==> config.mk <==
export PLATFORM = sky130hd
export DESIGN_NAME = card_sprite_ctrl_flat
export DESIGN_NICKNAME = d
export VERILOG_FILES = /design/src/rtl/card_pkg.sv /design/src/rtl/card_sprite_ctrl_if.sv /design/src/rtl/card_slot_hit.sv /design/src/rtl/card_sprite_ctrl.sv /design/src/flat_wrapper.sv
export SDC_FILE = /design/constraint.sdc
export NUM_CORES = 1
export LEC_CHECK = 0
export CAP_MARGIN = 20
export CORE_MARGIN = 3
export CORE_UTILIZATION = 30
export DETAILED_ROUTE_END_ITERATION = 12
export SLEW_MARGIN = 20
export SYNTH_ARGS = -nofsm -noshare
export SYNTH_HDL_FRONTEND = slang
export SYNTH_HIERARCHICAL = 1
export SYNTH_SLANG_ARGS = --single-unit
==> constraint.sdc <==
create_clock -name clock -period 1.85 [get_ports clock]
set_input_delay 0.2775 -clock clock [delete_from_list [all_inputs] [get_ports clock]]
set_output_delay 0.2775 -clock clock [all_outputs]
set_load 0.03 [all_outputs]
==> src/rtl/card_pkg.sv <==
`default_nettype none
// -----------------------------------------------------------------------------
// card_pkg : shared card geometry, colour constants and loader FSM state type
// Revision : 1.0
// -----------------------------------------------------------------------------
package card_pkg;

  localparam int CARD_W_LOG2 = 4;
  localparam int CARD_W      = 1 << CARD_W_LOG2;
  localparam int CARD_H_LOG2 = 5;
  localparam int CARD_H      = 32;
  localparam int ADDR_W      = CARD_W_LOG2 + CARD_H_LOG2;
  localparam int COLOR_W     = 3;

  localparam logic [COLOR_W-1:0] TRANSP = 3'b000;

  localparam int SCREEN_W = 256;
  localparam int SCREEN_H = 240;

  typedef enum logic [1:0] {
    IDLE  = 2'd0,
    WRITE = 2'd1,
    ACK   = 2'd2
  } ld_state_t;

endpackage
`default_nettype wire

==> src/rtl/card_sprite_ctrl_if.sv <==
`default_nettype none
// -----------------------------------------------------------------------------
// card_sprite_ctrl_if : loader req/ack handshake and card-image RAM port bundle
// Revision : 1.0
// -----------------------------------------------------------------------------
interface card_sprite_ctrl_if;
  import card_pkg::*;

  logic               ld_req;
  logic [ADDR_W-1:0]  ld_addr;
  logic [COLOR_W-1:0] ld_data;
  logic               ld_ack;

  logic               mem_WE;
  logic               mem_RE;
  logic [ADDR_W-1:0]  mem_wAddr;
  logic [ADDR_W-1:0]  mem_rAddr;
  logic [COLOR_W-1:0] mem_dataIn;
  logic [COLOR_W-1:0] mem_dataOut;

  // The sprite controller is the slave of this bundle.
  modport slave (
    input  ld_req, ld_addr, ld_data, mem_dataOut,
    output ld_ack, mem_WE, mem_RE, mem_wAddr, mem_rAddr, mem_dataIn
  );

  // Loader plus RAM environment.
  modport master (
    output ld_req, ld_addr, ld_data, mem_dataOut,
    input  ld_ack, mem_WE, mem_RE, mem_wAddr, mem_rAddr, mem_dataIn
  );

endinterface
`default_nettype wire

==> src/rtl/card_slot_hit.sv <==
`default_nettype none
// -----------------------------------------------------------------------------
// card_slot_hit : combinational hit test of one card placement, card-relative offset
// Revision : 1.0
// -----------------------------------------------------------------------------
module card_slot_hit
  import card_pkg::*;
(
  input  logic                   pix_x_dummy_unused,
  input  logic [7:0]             pix_x,
  input  logic [7:0]             pix_y,
  input  logic                   pix_active,
  input  logic [7:0]             slot_x,
  input  logic [7:0]             slot_y,
  input  logic                   slot_en,
  output logic                   hit,
  output logic [CARD_W_LOG2-1:0] dx,
  output logic [CARD_H_LOG2-1:0] dy
);

  logic [8:0] w_dx;
  logic [8:0] w_dy;

  // Bit 8 is the borrow: pixel left of / above the card, so no wrap-around.
  always_comb begin
    w_dx = {1'b0, pix_x} - {1'b0, slot_x};
    w_dy = {1'b0, pix_y} - {1'b0, slot_y};
    hit  = slot_en && pix_active && !w_dx[8] && !w_dy[8] &&
           (w_dx < 9'(CARD_W)) && (w_dy < 9'(CARD_H));
    dx   = w_dx[CARD_W_LOG2-1:0];
    dy   = w_dy[CARD_H_LOG2-1:0];
  end

endmodule
`default_nettype wire

==> src/rtl/card_sprite_ctrl.sv <==
`default_nettype none
// -----------------------------------------------------------------------------
// card_sprite_ctrl : card sprite read pipeline and blanking-time image loader
// Revision : 1.0
// -----------------------------------------------------------------------------
module card_sprite_ctrl
  import card_pkg::*;
#(
  parameter int NUM_SLOTS = 4
) (
  input  logic                   clock,
  input  logic                   reset_n,
  input  logic [7:0]             pix_x,
  input  logic [7:0]             pix_y,
  input  logic                   pix_active,
  input  logic [NUM_SLOTS*8-1:0] slot_x,
  input  logic [NUM_SLOTS*8-1:0] slot_y,
  input  logic [NUM_SLOTS-1:0]   slot_en,
  card_sprite_ctrl_if.slave      bus,
  output logic                   px_valid,
  output logic                   px_hit,
  output logic [COLOR_W-1:0]     px_color
);

  logic [NUM_SLOTS-1:0]   w_hit;
  logic [CARD_W_LOG2-1:0] w_dx [NUM_SLOTS];
  logic [CARD_H_LOG2-1:0] w_dy [NUM_SLOTS];
  logic                   w_any;
  logic [ADDR_W-1:0]      w_addr;

  logic                   r_s1_hit;
  logic                   r_s1_valid;
  logic [ADDR_W-1:0]      r_raddr;
  logic                   r_s2_hit;
  logic                   r_s2_valid;

  ld_state_t              r_state;
  ld_state_t              w_next;
  logic                   w_we;
  logic                   w_ack;
  logic                   w_capture;
  logic                   r_we;
  logic                   r_ack;
  logic [ADDR_W-1:0]      r_waddr;
  logic [COLOR_W-1:0]     r_wdata;

  generate
    for (genvar g = 0; g < NUM_SLOTS; g++) begin : g_slot
      card_slot_hit u_hit (
        .pix_x_dummy_unused (1'b0),
        .pix_x      (pix_x),
        .pix_y      (pix_y),
        .pix_active (pix_active),
        .slot_x     (slot_x[8*g +: 8]),
        .slot_y     (slot_y[8*g +: 8]),
        .slot_en    (slot_en[g]),
        .hit        (w_hit[g]),
        .dx         (w_dx[g]),
        .dy         (w_dy[g])
      );
    end
  endgenerate

  // Scan from the top so the lowest-index hitting slot is written last and wins.
  always_comb begin
    w_any  = 1'b0;
    w_addr = '0;
    for (int i = NUM_SLOTS - 1; i >= 0; i--) begin
      if (w_hit[i]) begin
        w_any  = 1'b1;
        w_addr = {w_dy[i], w_dx[i]};
      end
    end
  end

  always_ff @(posedge clock or negedge reset_n) begin
    if (!reset_n) begin
      r_s1_hit   <= 1'b0;
      r_s1_valid <= 1'b0;
      r_raddr    <= '0;
      r_s2_hit   <= 1'b0;
      r_s2_valid <= 1'b0;
    end else begin
      r_s1_hit   <= w_any;
      r_s1_valid <= pix_active;
      if (w_any) begin
        r_raddr <= w_addr;
      end
      r_s2_hit   <= r_s1_hit;
      r_s2_valid <= r_s1_valid;
    end
  end

  assign bus.mem_rAddr = r_raddr;
  assign bus.mem_RE    = r_s1_hit;

  // The RAM output register is the second pipeline stage, so the colour is
  // qualified directly from mem_dataOut alongside the registered hit flag.
  assign px_valid = r_s2_valid;
  assign px_hit   = r_s2_hit && (bus.mem_dataOut != TRANSP);
  assign px_color = px_hit ? bus.mem_dataOut : '0;

  always_ff @(posedge clock or negedge reset_n) begin
    if (!reset_n) begin
      r_state <= IDLE;
    end else begin
      r_state <= w_next;
    end
  end

  always_comb begin
    w_next = r_state;
    case (r_state)
      IDLE:    if (bus.ld_req && !pix_active) w_next = WRITE;
      WRITE:   w_next = ACK;
      ACK:     w_next = IDLE;
      default: w_next = IDLE;
    endcase
  end

  always_comb begin
    w_we      = (w_next == WRITE);
    w_ack     = (w_next == ACK);
    w_capture = (r_state == IDLE) && (w_next == WRITE);
  end

  // Outputs are registered off the next state so they align with the state.
  always_ff @(posedge clock or negedge reset_n) begin
    if (!reset_n) begin
      r_we    <= 1'b0;
      r_ack   <= 1'b0;
      r_waddr <= '0;
      r_wdata <= '0;
    end else begin
      r_we  <= w_we;
      r_ack <= w_ack;
      if (w_capture) begin
        r_waddr <= bus.ld_addr;
        r_wdata <= bus.ld_data;
      end
    end
  end

  assign bus.mem_WE     = r_we;
  assign bus.mem_wAddr  = r_waddr;
  assign bus.mem_dataIn = r_wdata;
  assign bus.ld_ack     = r_ack;

endmodule
`default_nettype wire
==> src/flat_wrapper.sv <==
// flat-port wrapper written by rule: the top's interface ports become plain ports
module card_sprite_ctrl_flat import card_pkg::*;
#(
  parameter int NUM_SLOTS = 4
)
  (clock, reset_n, pix_x, pix_y, pix_active, slot_x, slot_y, slot_en, px_valid, px_hit, px_color, bus_ld_req, bus_ld_addr, bus_ld_data, bus_mem_dataOut, bus_ld_ack, bus_mem_WE, bus_mem_RE, bus_mem_wAddr, bus_mem_rAddr, bus_mem_dataIn);
  card_sprite_ctrl_if bus_i ();
  input  logic clock;
  input  logic reset_n;
  input  logic [7:0] pix_x;
  input  logic [7:0] pix_y;
  input  logic pix_active;
  input  logic [NUM_SLOTS*8-1:0] slot_x;
  input  logic [NUM_SLOTS*8-1:0] slot_y;
  input  logic [NUM_SLOTS-1:0] slot_en;
  output logic px_valid;
  output logic px_hit;
  output logic [COLOR_W-1:0] px_color;
  input wire logic [$bits(bus_i.ld_req)-1:0] bus_ld_req;
  input wire logic [$bits(bus_i.ld_addr)-1:0] bus_ld_addr;
  input wire logic [$bits(bus_i.ld_data)-1:0] bus_ld_data;
  input wire logic [$bits(bus_i.mem_dataOut)-1:0] bus_mem_dataOut;
  output wire logic [$bits(bus_i.ld_ack)-1:0] bus_ld_ack;
  output wire logic [$bits(bus_i.mem_WE)-1:0] bus_mem_WE;
  output wire logic [$bits(bus_i.mem_RE)-1:0] bus_mem_RE;
  output wire logic [$bits(bus_i.mem_wAddr)-1:0] bus_mem_wAddr;
  output wire logic [$bits(bus_i.mem_rAddr)-1:0] bus_mem_rAddr;
  output wire logic [$bits(bus_i.mem_dataIn)-1:0] bus_mem_dataIn;
  assign bus_i.ld_req = bus_ld_req;
  assign bus_i.ld_addr = bus_ld_addr;
  assign bus_i.ld_data = bus_ld_data;
  assign bus_i.mem_dataOut = bus_mem_dataOut;
  assign bus_ld_ack = bus_i.ld_ack;
  assign bus_mem_WE = bus_i.mem_WE;
  assign bus_mem_RE = bus_i.mem_RE;
  assign bus_mem_wAddr = bus_i.mem_wAddr;
  assign bus_mem_rAddr = bus_i.mem_rAddr;
  assign bus_mem_dataIn = bus_i.mem_dataIn;
  card_sprite_ctrl #(.NUM_SLOTS(NUM_SLOTS)) u_core (.clock(clock), .reset_n(reset_n), .pix_x(pix_x), .pix_y(pix_y), .pix_active(pix_active), .slot_x(slot_x), .slot_y(slot_y), .slot_en(slot_en), .bus(bus_i), .px_valid(px_valid), .px_hit(px_hit), .px_color(px_color));
endmodule
==> results.toml <==
[timing]
fmax_mhz = 360
rsz0062_at_grt = "true"
finalSetupViolCount = 10
slew_violations = 0
hold_viol_final = 0
holdWs_ps = 354
fin_skew_ps = 1.89
maxSlewHeadroom = 0.653
worstMarginPinSlew_ps = 516
fin_crit_sh = 1.50
min_period_ps = 2780
fin_tns_setup_ps = -8490
worst_slack_ps = -927

[cts]
clk_pin_slew_ps = 60
clock_path_buffers = 2
cts_sinks = 28
cts_tree = "done"
h-tree-depth = 1
clockRootBuffer = "clkbuf_16"
cts_buffers = 3
clk_latency_ps = 260

[critical_path]
cp_top_family = "compound AO/OA/AOI/OAI gates"
critPathMaxFanout = 4
crit_path_top_delay_cell = "fa_2"
reg2reg_depth = 3
crit_required_ps = 1990
cp.arrival_ps = 2910
cpMostUsedCell = "buf_4"
slowest_delay_ps = 380
path_cells = "buf_8, buf_6, buf_4, inv_8, ha_4, fa_2, nor2b_4, o31a_1, nor2b_1, o21ai_1, o211ai_1, nor4_4, buf_4, buf_6, buf_4, and3b_1, a211oi_2, o21ai_1"
end_kind = "flop"
path_buf_inv = 7
crit_type = "in -> reg"
cp_num_cells = 18
cp-start-kind = "input port"

[route]
wl_per_cell_um = 15.3
routed_via_density = 4.90
ant_nets = 0
drc = 0
drt_pre_antenna_iters = 4
drt-initial-drc-count = 196
routed_wl_mm = 15.8
via_count = 5047

[floorplan]
die_y_um = 126
fp.dieW_um = 126
fp.dieArea_mm2 = 0.0160
design.core.area_mm2 = 0.0140
io_pins = 132
row_count = 43
start_util = 0.310

[synthesis]
synth_nets = 726
synthCells = 551
syn_avg_cell_area_um2 = 7.89
ys_warn_count = 6
netlist_area_mm2 = 0.00435

[run_status]
status = "finished, violations left"
violations = "setup timing"

[global_route]
grt_overflow = 0
met1_usage = 0.252
grt.busiest_layer = "met2"
grt_max_degree = 29
antenna_found_initial = 0
grt_pass1_vias = 5300
grt_usage = 0.189
grt_pass1_wl_mm = 25.2
use_met3 = 0.0194
grtUsageMet2 = 0.327

[final_layout]
nets = 1028
regArea_um2 = 701
antenna_cells = 0
fillers = 1245
area_growth_pct = 86.1
drive_gt1_frac = 0.427
multi_input_area_mm2 = 0.00408

[pwr]
p_leak_uw = 0.00392
p_per_area_mw_per_mm2 = 434
vdd_ir_drop_max_mv = 0.338

[hold_path]
holdPathStages = 0
hold_path_class = "reg -> reg"

[place]
io_buffers = 131
dpl.hpwl_mm = 12.9
place_congestion = 0.892

[job]
drv_cap = 0
==> per-stage QoR <==
stage / utilization / setup slack (ps) / std cells / total power [µW] / instance area (µm²)
6_report: 0.576 / -927 / 1031 / 3510 / 8090
5_1_grt: 0.576 / -1030 / 1031 / 3750 / 8090
4_1_cts: 0.547 / -878 / 1018 / 3390 / 7680
3_5_place_dp: 0.505 / -1630 / 1000 / 2740 / 7090
3_3_place_gp: 0.505 / -1580 / 1000 / 2700 / 7090
2_1_floorplan: - / -900 / 551 / 1770 / 4520
==> layer usage <==
layer  vias up  part of all wire
met4         0             0.024
li1       2531                 -
met1      2340              0.44
met5         -                 0
met3        28             0.057
met2       148              0.48
==> final cells by class <==
cell class / instances / share of cell area
well taps: 180 / 0.0278
inverters: 99 / 0.0481
clock buffers: 3 / 0.00928
repair buffers: 303 / 0.325
flip-flops and latches: 28 / 0.0866
multi-input cells: 418 / 0.504
==> layout by cell type, fill, tap and decap left out, drive strengths merged, types with 5 or more instances in the layout <==
master	n
nor4	11
ha	64
dlymetal6s2s	13
o221ai	6
dlygate4sd2	21
mux2	12
a21oi	36
buf	179
nand2	23
inv	99
xor2	6
o31a	11
o211ai	6
dfrtp	28
o21ai	39
a211oi	11
nor3	12
clkbuf	10
clkdlybuf4s50	79
nand3	9
nor2	47
xnor2	13
nor2b	28
a2bb2oi	5
a21o	8
o21a	18
and3b	8
fa	8
==> worst paths after layout <==
| check | end | slack, ps | from |
|---|---|---|---|
| setup / recovery | u_core/bus.mem_rAddr[2] | -930 | pix_y[0] |
| hold / removal | u_core/px_valid | 350 | u_core/r_s1_valid |
| setup reg to reg | u_core/bus.mem_wAddr[8] | 400 | u_core/bus.ld_ack |
| hold reg to reg | u_core/px_valid | 350 | u_core/r_s1_valid |
| max in group asynchronous | u_core/bus.mem_wAddr[7] | 1180 | reset_n |
| min in group asynchronous | u_core/bus.mem_wAddr[0] | 400 | reset_n |
==> power by group <==
part	total (µW)	switching [µW]	internal, µW
registers	739	46.3	692
clock network	472	186	286
logic	2300	1090	1220
total	3510	1320	2190
==> what timing repair did <==
item	4_1_cts	5_1_grt
pin swaps	56	64
endpoints found under the setup margin	11	13
resized for setup	155	100
buffers inserted	16	14
hold buffers	0	0
Note: power is estimated with default switching activity, not from simulation.
